===== src/rtl/tdm_pkg.sv =====
// tdm_pkg
//   Definitions shared by the TDM mux/demux pair.
//   - tdm_state_t : framing state of the receive side (HUNT searching, LOCK aligned)
//   - TDM_NCH     : default number of channels (slots) per frame
//   - TDM_WIDTH   : default bits per sample
package tdm_pkg;

   typedef enum logic {
      HUNT = 1'b0,
      LOCK = 1'b1
   } tdm_state_t;

   localparam int TDM_NCH   = 4;
   localparam int TDM_WIDTH = 8;

endpackage


===== src/rtl/tdm_slot_ctr.sv =====
// tdm_slot_ctr
//   Slot position and consecutive-miss counter for the TDM demux.
//   Ports:
//     clk, rst   : clock, synchronous active-high reset
//     clear      : slot <= 0, miss <= 0 (loss of lock)
//     load0      : a slot-0 sample was written; slot <= 1 and
//                  miss <= miss+1 when miss_inc, else miss <= 0
//     inc        : a nonzero slot was written; slot <= slot+1 (wraps mod NCH)
//     miss_inc   : qualifies load0 (slot 0 arrived without in_sof)
//     slot       : slot index expected for the next sample
//     miss       : consecutive frames whose slot 0 lacked in_sof
//   Priority: rst/clear > load0 > inc.
module tdm_slot_ctr #(
   parameter int NCH    = 4,
   parameter int MISS_W = 2,
   localparam int SW    = $clog2(NCH)
) (
   input  logic              clk,
   input  logic              rst,
   input  logic              clear,
   input  logic              load0,
   input  logic              inc,
   input  logic              miss_inc,
   output logic [SW-1:0]     slot,
   output logic [MISS_W-1:0] miss
);

   always_ff @(posedge clk) begin
      if (rst || clear) begin
         slot <= '0;
         miss <= '0;
      end else if (load0) begin
         slot <= SW'(1);
         miss <= miss_inc ? (miss + MISS_W'(1)) : '0;
      end else if (inc) begin
         // NCH is a power of two, so the natural overflow is the wrap to slot 0.
         slot <= slot + SW'(1);
      end
   end

endmodule


===== src/rtl/tdm_demux4.sv =====
// tdm_demux4
//   Receive side of the TDM path: locks onto the frame marked by in_sof,
//   steers each accepted sample into its channel register and flags
//   complete, aligned frames. Recovers from misplaced in_sof (err_frame)
//   and drops lock after SYNC_MISS_MAX consecutive frames whose slot 0
//   lacked in_sof.
//   Ports:
//     clk, rst     : clock, synchronous active-high reset
//     in_valid     : one sample accepted per valid cycle
//     in_data      : sample
//     in_sof       : start of frame, qualified by in_valid
//     ch_data      : channel registers, ch k = [k*WIDTH +: WIDTH]
//     ch_strobe    : one-hot pulse, channel k written this cycle
//     frame_valid  : pulse, ch_data holds a complete aligned frame
//     locked       : high while in LOCK (also the FSM state observation point)
//     err_frame    : pulse, in_sof seen at a nonzero slot
//   Handshake: no backpressure. A sample is taken on every rising edge with
//   in_valid=1; its effect is visible on the outputs right after that edge.
//   All pulses are single-cycle and are 0 after an edge with in_valid=0.
module tdm_demux4
   import tdm_pkg::*;
#(
   parameter int WIDTH         = TDM_WIDTH,
   parameter int NCH           = TDM_NCH,
   parameter int SYNC_MISS_MAX = 2
) (
   input  logic                 clk,
   input  logic                 rst,
   input  logic                 in_valid,
   input  logic [WIDTH-1:0]     in_data,
   input  logic                 in_sof,
   output logic [NCH*WIDTH-1:0] ch_data,
   output logic [NCH-1:0]       ch_strobe,
   output logic                 frame_valid,
   output logic                 locked,
   output logic                 err_frame
);

   localparam int SW = $clog2(NCH);
   localparam int MW = $clog2(SYNC_MISS_MAX + 1);

   tdm_state_t    state;
   tdm_state_t    state_next;
   logic [SW-1:0] slot;
   logic [MW-1:0] miss;

   logic          wr_en;
   logic [SW-1:0] wr_idx;
   logic          err_next;
   logic          ctr_clear;
   logic          ctr_load0;
   logic          ctr_inc;
   logic          ctr_miss_inc;

   tdm_slot_ctr #(
      .NCH    (NCH),
      .MISS_W (MW)
   ) u_slot_ctr (
      .clk      (clk),
      .rst      (rst),
      .clear    (ctr_clear),
      .load0    (ctr_load0),
      .inc      (ctr_inc),
      .miss_inc (ctr_miss_inc),
      .slot     (slot),
      .miss     (miss)
   );

   always_ff @(posedge clk) begin
      if (rst) begin
         state <= HUNT;
      end else begin
         state <= state_next;
      end
   end

   always_comb begin
      state_next   = state;
      wr_en        = 1'b0;
      wr_idx       = '0;
      err_next     = 1'b0;
      ctr_clear    = 1'b0;
      ctr_load0    = 1'b0;
      ctr_inc      = 1'b0;
      ctr_miss_inc = 1'b0;
      if (in_valid) begin
         case (state)
            HUNT: begin
               // Samples without in_sof are discarded until alignment is found.
               if (in_sof) begin
                  wr_en      = 1'b1;
                  ctr_load0  = 1'b1;
                  state_next = LOCK;
               end
            end
            LOCK: begin
               if (slot == '0) begin
                  if (in_sof) begin
                     wr_en     = 1'b1;
                     ctr_load0 = 1'b1;
                  end else if (miss == MW'(SYNC_MISS_MAX - 1)) begin
                     // This miss reaches the limit: drop the sample and re-hunt.
                     ctr_clear  = 1'b1;
                     state_next = HUNT;
                  end else begin
                     wr_en        = 1'b1;
                     ctr_load0    = 1'b1;
                     ctr_miss_inc = 1'b1;
                  end
               end else if (in_sof) begin
                  // Misplaced sof: abandon the partial frame and restart at slot 0.
                  err_next  = 1'b1;
                  wr_en     = 1'b1;
                  ctr_load0 = 1'b1;
               end else begin
                  wr_en   = 1'b1;
                  wr_idx  = slot;
                  ctr_inc = 1'b1;
               end
            end
            default: begin
               state_next = HUNT;
            end
         endcase
      end
   end

   // Slots only advance on in-order writes and every restart goes through a
   // fresh slot-0 write, so a write to the last slot closes an aligned frame.
   always_ff @(posedge clk) begin
      if (rst) begin
         ch_data     <= '0;
         ch_strobe   <= '0;
         frame_valid <= 1'b0;
         err_frame   <= 1'b0;
      end else begin
         ch_strobe <= '0;
         if (wr_en) begin
            ch_data[wr_idx*WIDTH +: WIDTH] <= in_data;
            ch_strobe[wr_idx]              <= 1'b1;
         end
         frame_valid <= wr_en && (wr_idx == SW'(NCH - 1));
         err_frame   <= err_next;
      end
   end

   assign locked = (state == LOCK);

endmodule


===== config.mk =====
export PLATFORM = sky130hd
export DESIGN_NAME = tdm_demux4
export DESIGN_NICKNAME = d
export VERILOG_FILES = /design/src/rtl/tdm_pkg.sv /design/src/rtl/tdm_slot_ctr.sv /design/src/rtl/tdm_demux4.sv
export SDC_FILE = /design/constraint.sdc
export NUM_CORES = 1
export LEC_CHECK = 0
export BUFFER_PORTS_ARGS = -buffer_cell sky130_fd_sc_hd__buf_2
export CAP_MARGIN = 10
export CORE_UTILIZATION = 38
export CTS_CLUSTER_SIZE = 10
export DETAILED_ROUTE_END_ITERATION = 10
export GPL_ROUTABILITY_DRIVEN = 0
export SLEW_MARGIN = 20
export SYNTH_ARGS = -nofsm -noshare
export SYNTH_HDL_FRONTEND = slang
export SYNTH_SLANG_ARGS = --single-unit

===== constraint.sdc =====
create_clock -name clk -period 3.8 [get_ports clk]
set_input_delay 0.19 -clock clk [delete_from_list [all_inputs] [get_ports clk]]
set_output_delay 0.19 -clock clk [all_outputs]
set_load 0.01 [all_outputs]

# Yosys cells after proc, flatten, opt, wreduce, memory -nomap -nowiden
# Cells that the tools add are included.
# Widths: inputs -> output; s select.
classes:
  addsub: 3
  n_mul: 0
  div: 0
  n_lt_le_gt_ge: 2
  eq_ne: 2
  shifts: 2
  muxes: 32
  bitwise_logic: 3
  n_reduce_logical: 8
ops:
  columns: ["op", "count"]
  rows:
  - ["$neg 5->34", 1]
  - ["$shift 8x34->32 const A", 1]
  - ["$shiftx 8x34->32", 1]
  - ["$bwmux 32", 1]
  - ["$mux 1", 23]
  - ["$mux 2", 5]
  - ["$add 2x1->2 const B", 2]
  - ["$pmux 1 s2", 2]
  - ["$reduce_or 2->1", 2]
  - ["$reduce_or 4->1", 1]
  - ["$lt 2x3->1 const B", 1]
  - ["$not 1->1", 3]
  - ["$demux 1 s2", 1]
  - ["$eq 2x1->1 const B", 1]
  - ["$eq 2x2->1 const B", 1]
  - ["$ge 2x1->1 const B", 1]
  - ["$logic_and 1x1->1", 2]
  - ["$logic_not 2->1", 1]
  - ["$reduce_bool 2->1", 1]
  - ["$logic_or 1x1->1", 1]
totals:
  regBits: 43
  latchBits: 0
  ram_bits: 0
  rom_bits: 0
  inputBits: 12
  word_cells: 60
  mem_count: 0

# Logic depth before layout (Yosys ltp)
depth:
  ltp_word: 8
  mapped_depth: 10
  depth_no_buf: 9

# Hierarchy
# From an unflattened synthesis, not the netlist that was laid out.
hier_totals:
  cells_unflattened: 220
  area_unflattened_um2: 2143.3
by_module_without_submodules:
  columns: ["module", "instances", "cells_each", "area_per_inst_um2", "seq_area_each_um2"]
  rows:
  - ["tdm_demux4", 1, 204, 1968.1, 780.7]
  - ["tdm_slot_ctr", 1, 16, 175.2, 80.1]

# Least setup slack after synthesis
# Ideal clock, no wire load.
synth_path:
  kind: "reg-to-reg"
  from: "register u_slot_ctr.slot[0]"
  to: "register ch_data[10]"
  arrival_time_ns: 2.206
  required_time_ns: 3.728
  path_slack_ns: 1.523
  path_stages_with_launch: 10
  path_buffers: 2
  cell_sequence: "dfxtp_1 -> inv_1 -> ha_1 -> buf_2 -> or3_1 -> ha_1 -> nor4bb_1 -> buf_2 -> nand3_1 -> mux2i_1"
synth_between:
  elab_chain_len: 7
synth_lines:
  columns: ["item", "line_no", "rtl"]
  rows:
  - ["start: declaration", "tdm_slot_ctr.sv:24", "output logic [SW-1:0] slot,"]
  - ["start signal: assignment", "tdm_slot_ctr.sv:37", "slot <= slot + SW'(1);"]
  - ["$mux 2 / $logic_not 2->1 (equally long branches)", "tdm_demux4.sv:110, tdm_demux4.sv:97", null]
  - ["$mux 2", "tdm_demux4.sv:97", "if (slot == '0) begin"]
  - ["$mux 2", "tdm_demux4.sv:87", "case (state)"]
  - ["$mux 2", "tdm_demux4.sv:86", "if (in_valid) begin"]
  - ["$neg 5->34", "tdm_demux4.sv:139", "ch_data[wr_idx*WIDTH +: WIDTH] <= in_data;"]
  - ["$shiftx 8x34->32 / $shift 8x34->32 (equally long branches)", "tdm_demux4.sv:139", null]
  - ["$bwmux 32", "tdm_demux4.sv:139", null]
  - ["end signal: indexed assignment", "tdm_demux4.sv:139", null]
  - ["end: declaration", "tdm_demux4.sv:32", "output logic [NCH*WIDTH-1:0] ch_data,"]
# Parallel ways exist; a longest one is shown, timed or not.
# A chain may end at the register's enable or synchronous reset.

# Worst setup path in the final report
layout_path:
  from: "register u_slot_ctr.slot[0]"
  to: "register ch_data[31]"
# The elaborated chain is that of the path after synthesis.

==> results.sh <==
export IMPL_die_h_um=78.1
export IMPL_status="complete, no violations"
export IMPL_ys_seq_area_share_pct=39.1
export IMPL_cts_buffers=5
export IMPL_yosysWarnings=0
export IMPL_synth_adder_area_share_pct=5.69
export IMPL_power_density_mw_per_mm2=350
export IMPL_ff_latch_area_um2=861
export IMPL_critical_path_startpoint="u_slot_ctr.slot[0]"
export IMPL_drtAntennaViolNets=0
export IMPL_ios=51
export IMPL_yosysMostFrequentCell="dfxtp_1"
export IMPL_synth_top_cell_by_area="dfxtp_1"
export IMPL_max_clock_path_buffers=2
export IMPL_netlist_area_mm2=0.00220
export IMPL_cts_root_buf="clkbuf_8"
export IMPL_fin_crit_sh_pct=78.9
export IMPL_finalSetupTns_ps=0
export IMPL_cts_num_sinks=43
export IMPL_tritoncts="built"
export IMPL_crit_end="ch_data[31]"
export IMPL_ys_ff_latch=43
export IMPL_async_reset_ff_share_pct=0
export IMPL_clock_latency_ps=290
export IMPL_dr_first_iter_drc_count=64
export IMPL_rows=27
export IMPL_dr_total_vias=1637
export IMPL_synth_common_cells="dfxtp_1, nand2b_1, mux2i_1, nand3_1, o211ai_1"
export IMPL_utilization_pct=46.6
export IMPL_skew_ps=9.94
export IMPL_hold_violations=0
export IMPL_multi_input_area_mm2=0.00123
export IMPL_clk_pin_slew_ps=90
export IMPL_drt_pass1_iterations=6
export IMPL_netlist_top_cells_area="dfxtp_1, mux2i_1, nand2b_1, ha_1, o211ai_1"
export IMPL_grt_max_degree=52
export IMPL_min_path_type="input pin to register"
export IMPL_synthSimpleGateAreaFrac_pct=23.2
export IMPL_synth_top_family_by_area="simple AND/OR/NAND/NOR gates"
export IMPL_layout_cells_non_filler=337
export IMPL_synth_compound_area_share_pct=12.5
export IMPL_min_period_ps=3000
export IMPL_synth_edf_count=0
export IMPL_fin_nets=286
export IMPL_cts_setup_buffers=0
export IMPL_dp_cells=329
export IMPL_fmax_mhz=334
export IMPL_synth_cell_types=34
export IMPL_fp_dieW_um=78.1
export IMPL_slew_headroom_pct=51.9
export IMPL_min_from="in_sof"
export IMPL_wl_mm=4.69
export IMPL_overflow=0
export IMPL_vias_per_cell=4.86
export IMPL_post_dp_hpwl_mm=3.39
export IMPL_start_util_pct=39.7
export IMPL_fillers=550
export IMPL_cp_start_kind="register"
export IMPL_leakagePower_uw=0.00100
export IMPL_synth_top_area_share_pct=39.1
export IMPL_tightest_slew_ps=721
export IMPL_grt_pass1_vias=1522
export IMPL_core_area_mm2=0.00554
export IMPL_cp_required_ps=4020
export IMPL_syn_inst=222
export IMPL_drive_gt1_share_pct=26.4
export IMPL_rr_worst_depth=8
export IMPL_crit_fanout=18
export IMPL_antenna_found_initial=0
export IMPL_arrival_ps=3210
export IMPL_peakVddDrop_mv=0.132
export IMPL_ctsResizeCount=0
export IMPL_drv_slew=0
export IMPL_maxCapViolCount=0
export IMPL_synthesis_nets=244
export IMPL_grt_use_total_pct=15.9
export IMPL_routedWlPerCell_um=13.9
export IMPL_critPathKind="register to register"
export IMPL_port_buffers=50
export IMPL_drc=0
export IMPL_cts_hold_fix_buffers=0
export IMPL_grt_pass1_wl_mm=7.67
export IMPL_area_delta_synth_final_pct=17.3
export IMPL_synth_top_flop_cell="dfxtp_1"
export IMPL_diodes=0
export IMPL_reg2reg_from="u_slot_ctr.slot[0]"
export IMPL_r2r_end="ch_data[31]"
export IMPL_dieArea_mm2=0.00610
export IMPL_synth_mux_area_share_pct=14.6
export IMPL_synth_xor_xnor_area_share_pct=0
export IMPL_grt_setup_unrepaired="no"
export IMPL_h_tree_depth=2
export IMPL_synth_area_per_cell_um2=9.91
export IMPL_regToRegSetupSlack_ps=800
export IMPL_setup_viol=0
export IMPL_endpoint_kind="register"
-- power by group --
group	switching (uW)	internal (uW)	leakage (uW)	total, uW
Clock	164	196	0.0000581	360
Combinational	47.5	32.7	0.000597	80.2
Sequential	5.04	459	0.000348	464
-- cell families (layout without fill, tap and decap cells) --
group / after synthesis / count (layout)
AND/OR/NAND/NOR: 83 / 83
flip-flops: 43 / 43
multiplexers: 32 / 32
AO/OA/AOI/OAI: 31 / 31
buffers and inverters: 23 / 66
adder cells (fa/ha/maj): 10 / 10
-- critical path, cell delays in order, from the launching register on --
cell and delay (ps):
dfxtp_1 380, inv_1 80, ha_1 350, nand2b_1 470, or2_2 460, ha_1 360, nor4b_4 530, nand3_1 130
mux2i_1 150
-- worst min-delay path by stage --
stage	endpoint	cells after the start
finish	locked	3
global route	locked	3
CTS	locked	3
detailed placement	ch_data[9]	2
global placement	ch_data[3]	2
floorplan	locked	2
-- area by class of cell --
type / instances / area share (%)
Clock buffer: 5 / 2.67
Clock inverter: 3 / 1.70
Inverter: 6 / 0.873
Multi-Input combinational cell: 156 / 47.6
Sequential cell: 43 / 33.3
Tap cell: 72 / 3.49
Timing Repair Buffer: 52 / 10.3
-- metrics by stage --
stage,total power [uW],worst slack (ps),area [um2],hold slack (ps)
2_1_floorplan,533,1520,2200,355
3_3_place_gp,555,937,2470,459
3_5_place_dp,555,854,2470,458
4_1_cts,915,827,2580,204
5_1_grt,938,428,2580,235
6_report,904,803,2580,216
-- flip-flops by register name (all words and copies together), names as in the netlist --
register,count
frame_valid,1
u_slot_ctr.miss,2
locked,1
ch_strobe,4
u_slot_ctr.slot,2
err_frame,1
ch_data,32
-- metal layers --
| metal | vias to the layer above | GRT usage, % | share of wire, % |
|---|---|---|---|
| met5 | - | 0 | 0 |
| met4 | 0 | 4.44 | 0.62 |
| met3 | 4 | 3.14 | 4.8 |
| met2 | 37 | 24.1 | 43 |
| met1 | 745 | 22.7 | 51 |
| li1 | 851 | - | - |
-- placed cells by master, fill, tap and decap left out, types with 2 or more instances in the layout --
cell / instances
buf_2: 50
dfxtp_1: 43
nand2b_1: 33
mux2i_1: 32
nand3_1: 17
o211ai_1: 16
nor2b_1: 10
ha_1: 10
nor3b_1: 6
nand2_1: 6
inv_1: 5
clkbuf_8: 5
a21oi_4: 4
nor2_1: 3
nand3b_1: 2
a21oi_1: 2
buf_4: 2
No activity file was read; power rests on OpenSTA's default activity.
